[config.mk]
export PLATFORM = sky130hd
export DESIGN_NAME = run_pattern_tx_flat
export DESIGN_NICKNAME = d
export VERILOG_FILES = /design/src/rtl/run_pattern_tx_if.sv /design/src/rtl/run_pattern_tx.sv /design/src/flat_wrapper.sv
export SDC_FILE = /design/constraint.sdc
export NUM_CORES = 1
export LEC_CHECK = 0
export ABC_AREA = 0
export BUFFER_PORTS_ARGS = -buffer_cell sky130_fd_sc_hd__buf_4
export CORE_ASPECT_RATIO = 0.8
export CORE_MARGIN = 2
export CORE_UTILIZATION = 50
export CTS_BUF_LIST = sky130_fd_sc_hd__clkbuf_4
export DETAILED_ROUTE_END_ITERATION = 8
export GPL_ROUTABILITY_DRIVEN = 0
export PLACE_DENSITY = 0.81
export SYNTH_ARGS = -nofsm -noshare
export SYNTH_HDL_FRONTEND = slang
export SYNTH_SLANG_ARGS = --single-unit
[constraint.sdc]
create_clock -name clk -period 2 [get_ports clk]
set_input_delay 0.2 -clock clk [delete_from_list [all_inputs] [get_ports clk]]
set_output_delay 0.2 -clock clk [all_outputs]
set_load 0.05 [all_outputs]
[src/rtl/run_pattern_tx_if.sv]
// Frame request and serial-stream bundle for run_pattern_tx.
// The master issues frame requests; the slave (the transmitter) drives the stream and status.
interface run_pattern_tx_if #(
  parameter int LEN_W = 4,
  parameter int CNT_W = 8
);
  logic             start;
  logic [LEN_W-1:0] ones_len;
  logic [LEN_W-1:0] gap_len;
  logic             ready;
  logic             x_out;
  logic             frame_done;
  logic [CNT_W-1:0] frame_cnt;
  logic [1:0]       state;

  modport master (
    output start, ones_len, gap_len,
    input  ready, x_out, frame_done, frame_cnt, state
  );

  modport slave (
    input  start, ones_len, gap_len,
    output ready, x_out, frame_done, frame_cnt, state
  );
endinterface

[src/rtl/run_pattern_tx.sv]
// Serial run-pattern transmitter: a burst of ones, one terminating zero, then idle gap zeros.
// All outputs are Moore decodes of the state register, so reset clears them immediately.
module run_pattern_tx #(
  parameter int LEN_W = 4,
  parameter int CNT_W = 8
) (
  input  logic            clk,
  input  logic            rstn,
  run_pattern_tx_if.slave bus
);

  typedef enum logic [1:0] {
    IDLE = 2'b00,
    ONES = 2'b01,
    ZERO = 2'b10,
    GAP  = 2'b11
  } state_t;

  state_t           state_q;
  logic [LEN_W-1:0] cnt;
  logic [LEN_W-1:0] gap_q;
  logic [CNT_W-1:0] frame_cnt_q;

  // cnt holds "remaining cycles minus one" so a length of 2^LEN_W-1 fits without underflow
  always_ff @(posedge clk or negedge rstn) begin
    if (!rstn) begin
      state_q     <= IDLE;
      cnt         <= '0;
      gap_q       <= '0;
      frame_cnt_q <= '0;
    end else begin
      case (state_q)
        IDLE: begin
          if (bus.start) begin
            gap_q <= bus.gap_len;
            if (bus.ones_len != '0) begin
              state_q <= ONES;
              cnt     <= bus.ones_len - LEN_W'(1);
            end else begin
              state_q <= ZERO;
            end
          end
        end
        ONES: begin
          if (cnt != '0) cnt <= cnt - LEN_W'(1);
          else           state_q <= ZERO;
        end
        ZERO: begin
          frame_cnt_q <= frame_cnt_q + CNT_W'(1);
          if (gap_q != '0) begin
            state_q <= GAP;
            cnt     <= gap_q - LEN_W'(1);
          end else begin
            state_q <= IDLE;
          end
        end
        GAP: begin
          if (cnt != '0) cnt <= cnt - LEN_W'(1);
          else           state_q <= IDLE;
        end
        default: state_q <= IDLE;
      endcase
    end
  end

  assign bus.x_out      = (state_q == ONES);
  assign bus.ready      = (state_q == IDLE);
  assign bus.frame_done = (state_q == ZERO);
  assign bus.frame_cnt  = frame_cnt_q;
  assign bus.state      = state_q;

endmodule
[src/flat_wrapper.sv]
// flat-port wrapper written by rule: the top's interface ports become plain ports
module run_pattern_tx_flat 
#(
  parameter int LEN_W = 4,
  parameter int CNT_W = 8
)
  (clk, rstn, bus_start, bus_ones_len, bus_gap_len, bus_ready, bus_x_out, bus_frame_done, bus_frame_cnt, bus_state);
  run_pattern_tx_if #(.LEN_W(LEN_W), .CNT_W(CNT_W)) bus_i ();
  input  logic clk;
  input  logic rstn;
  input wire logic [$bits(bus_i.start)-1:0] bus_start;
  input wire logic [$bits(bus_i.ones_len)-1:0] bus_ones_len;
  input wire logic [$bits(bus_i.gap_len)-1:0] bus_gap_len;
  output wire logic [$bits(bus_i.ready)-1:0] bus_ready;
  output wire logic [$bits(bus_i.x_out)-1:0] bus_x_out;
  output wire logic [$bits(bus_i.frame_done)-1:0] bus_frame_done;
  output wire logic [$bits(bus_i.frame_cnt)-1:0] bus_frame_cnt;
  output wire logic [$bits(bus_i.state)-1:0] bus_state;
  assign bus_i.start = bus_start;
  assign bus_i.ones_len = bus_ones_len;
  assign bus_i.gap_len = bus_gap_len;
  assign bus_ready = bus_i.ready;
  assign bus_x_out = bus_i.x_out;
  assign bus_frame_done = bus_i.frame_done;
  assign bus_frame_cnt = bus_i.frame_cnt;
  assign bus_state = bus_i.state;
  run_pattern_tx #(.LEN_W(LEN_W), .CNT_W(CNT_W)) u_core (.clk(clk), .rstn(rstn), .bus(bus_i));
endmodule
==> flow_metrics.env <==
export IMPL_hold_viol=0
export IMPL_multi_input_area_um2=434
export IMPL_end_kind="flip-flop"
export IMPL_antenna_found_initial=0
export IMPL_drive_gt1_share_pct=36.8
export IMPL_cts_tree="yes"
export IMPL_dieArea_mm2=0.00219
export IMPL_final_common_cell="buf_4"
export IMPL_cts_max_level=1
export IMPL_wl_per_cell_um=14.1
export IMPL_synth_xor_area_share_pct=7.65
export IMPL_gr_total_overflow=0
export IMPL_synthSimpleGateAreaFrac_pct=12.3
export IMPL_die_height_um=42.3
export IMPL_nFillCells=137
export IMPL_grt_pass1_wl_mm=3.18
export IMPL_routed_wl_mm=1.80
export IMPL_status="finished clean"
export IMPL_relSlewSlack_pct=58.3
export IMPL_finalPower_w=0.00191
export IMPL_yosysSeqAreaShare_pct=49.2
export IMPL_yosysWarnings=0
export IMPL_core_area_mm2=0.00168
export IMPL_hold_path_class="in -> reg"
export IMPL_layout_common_cells="25 x buf_4, 18 x dfrtp_1, 9 x nand2_1"
export IMPL_cts_buffers=3
export IMPL_netlist_instances=79
export IMPL_period_minus_slack_ns=1.77
export IMPL_crit_path_start_kind="flip-flop"
export IMPL_portBuffers=23
export IMPL_cts_root_buf="clkbuf_4"
export IMPL_cp_top_family="simple AND/OR/NAND/NOR gates"
export IMPL_start_util_pct=54.7
export IMPL_area_growth_pct=25.3
export IMPL_grt_use_total_pct=20.0
export IMPL_ant_nets=0
export IMPL_drt_iter0_markers=16
export IMPL_crit_arrival_ns=1.95
export IMPL_dr_pass1_iters=4
export IMPL_synthesis_nets=92
export IMPL_synthAdderAreaFrac_pct=2.73
export IMPL_viasPerCell=5.27
export IMPL_drv_cap=0
export IMPL_nets=120
export IMPL_power_density_mw_per_mm2=1660
export IMPL_ys_flop_type="dfrtp_1"
export IMPL_post_dp_hpwl_mm=1.43
export IMPL_grt_max_degree=19
export IMPL_ios=24
export IMPL_cp_cell_sequence="or3b_1 -> o221ai_4 -> mux2_4"
export IMPL_synth_area_um2=916
export IMPL_clk_pin_slew_ns=0.10
export IMPL_via_count=675
export IMPL_worst_pin_slew_ns=0.620
export IMPL_final_setup_viol_count=0
export IMPL_clk_latency_ns=0.30
export IMPL_drcViolationCount=0
export IMPL_row_count=13
export IMPL_required_ns=2.18
export IMPL_synthMuxAreaShare_pct=14.6
export IMPL_synth_enable_flop_cells=0
export IMPL_p_leak_nw=0.558
export IMPL_setup_tns_ns=0
export IMPL_numClockSinks=18
export IMPL_die_x_um=51.9
export IMPL_crit_type="reg -> reg"
export IMPL_fmax_mhz=563
export IMPL_synth_area_per_cell_um2=11.6
export IMPL_rsz0062_at_grt="false"
export IMPL_synth_top_family_by_area="multiplexers"
export IMPL_synth_compound_area_share_pct=9.43
export IMPL_fin_crit_sh_pct=88.7
export IMPL_ys_ff_latch=18
export IMPL_ir_worst_vdd_mv=0.941
export IMPL_cp_slowest_stage_delay_ns=0.53
export IMPL_grt_pass1_vias=711
export IMPL_finClkSkew_ns=0.0113
export IMPL_critPathMaxFanout=11
export IMPL_final_seq_area_um2=450
export IMPL_cts_buffer_depth=2
export IMPL_async_flop_share_pct=100
export IMPL_path_buf_inv=0
export IMPL_critPathSlowestCell="or3b_1"
export IMPL_synth_cell_types=26
export IMPL_finalMaxSlewViolations=0
export IMPL_antenna_cells=0
## path summary, 6_finish.rpt
kind / start / end / slack [ns] / cells after the start
min in group asynchronous: rstn / u_core.bus.frame_cnt[7] / 0.29 / 2
max: u_core.bus.state[1] / u_core.cnt[0] / 0.23 / 3
max reg2reg: u_core.bus.state[1] / u_core.cnt[0] / 0.23 / 3
max in group asynchronous: rstn / u_core.bus.state[0] / 1.51 / 2
min reg2reg: u_core.bus.frame_cnt[4] / u_core.bus.frame_cnt[4] / 0.53 / 1
min: bus_gap_len[3] / u_core.gap_q[3] / 0.13 / 2
## cell families (layout without fill, tap and decap cells)
logic type	count (synthesis)	count (layout)
AND/OR/NAND/NOR	23	23
flip-flops	18	18
multiplexers	12	12
AO/OA/AOI/OAI	10	10
XOR/XNOR	8	8
buffers and inverters	6	33
adder cells (fa/ha/maj)	2	2
## power by group
group | switching, W | internal (W) | leakage [nW] | total (W)
clock | 0.000108 | 0.0000726 | 0.0154 | 0.000181
sequential | 0.000159 | 0.000511 | 0.224 | 0.000670
combinational | 0.000624 | 0.000432 | 0.319 | 0.00106
total | 0.000891 | 0.00102 | 0.558 | 0.00191
## routing by layer
layer	track usage (%)	vias up	part of all wire (%)	routed length, um
met5	0	-	0	0
met4	6.32	0	1.9	34
met3	8.57	4	5.6	101
met2	30.4	22	46	822
met1	25.5	320	47	846
li1	-	329	-	-
## what timing repair did
item                       in CTS  in global routing
buffers inserted                0                  0
setup endpoints to repair       0                  1
hold buffers                    1                  0
hold endpoints to repair       18                  0
resized for setup               0                  1
## Yosys cell counts, types with 2 or more instances
| library cell | n | share of area (%) |
|---|---|---|
| nor4_1 | 3 | 2.0 |
| xnor2_1 | 5 | 4.8 |
| mux2i_1 | 4 | 4.4 |
| o21ai_0 | 4 | 2.2 |
| nand2_1 | 9 | 3.7 |
| buf_6 | 2 | 2.5 |
| inv_1 | 3 | 1.2 |
| nor2_1 | 4 | 1.6 |
| dfrtp_1 | 18 | 49 |
| xor2_1 | 3 | 2.9 |
| a21oi_1 | 2 | 1.1 |
| mux2_2 | 7 | 8.6 |
| ha_1 | 2 | 2.7 |
## through the flow
| step | cell area [um2] | setup slack, ns | hold WS (ns) | utilization (%) | instances |
|---|---|---|---|---|---|
| global route | 1150 | 0.128 | 0.119 | 68.5 | 128 |
| floorplan | 916 | 0.0302 | -0.0956 | - | 79 |
| CTS | 1140 | 0.139 | 0.126 | 68.1 | 128 |
| global placement | 1100 | 0.285 | 0.0747 | 65.9 | 123 |
| detailed placement | 1100 | 0.159 | 0.0765 | 65.9 | 123 |
| finish | 1150 | 0.225 | 0.131 | 68.5 | 128 |
## final cells by class
cell class / count / area share (%)
Multi-Input combinational cell: 55 / 37.8
Inverter: 3 / 0.981
Clock inverter: 1 / 0.327
Tap cell: 22 / 2.40
Sequential cell: 18 / 39.3
Clock buffer: 3 / 1.96
Timing Repair Buffer: 26 / 17.2
## registers in the layout, summed over array words and instances (netlist names)
signal and flops:
u_core.gap_q 4, u_core.bus.frame_cnt 8, u_core.bus.state 2, u_core.cnt 4
(Power assumes the default switching activity.)
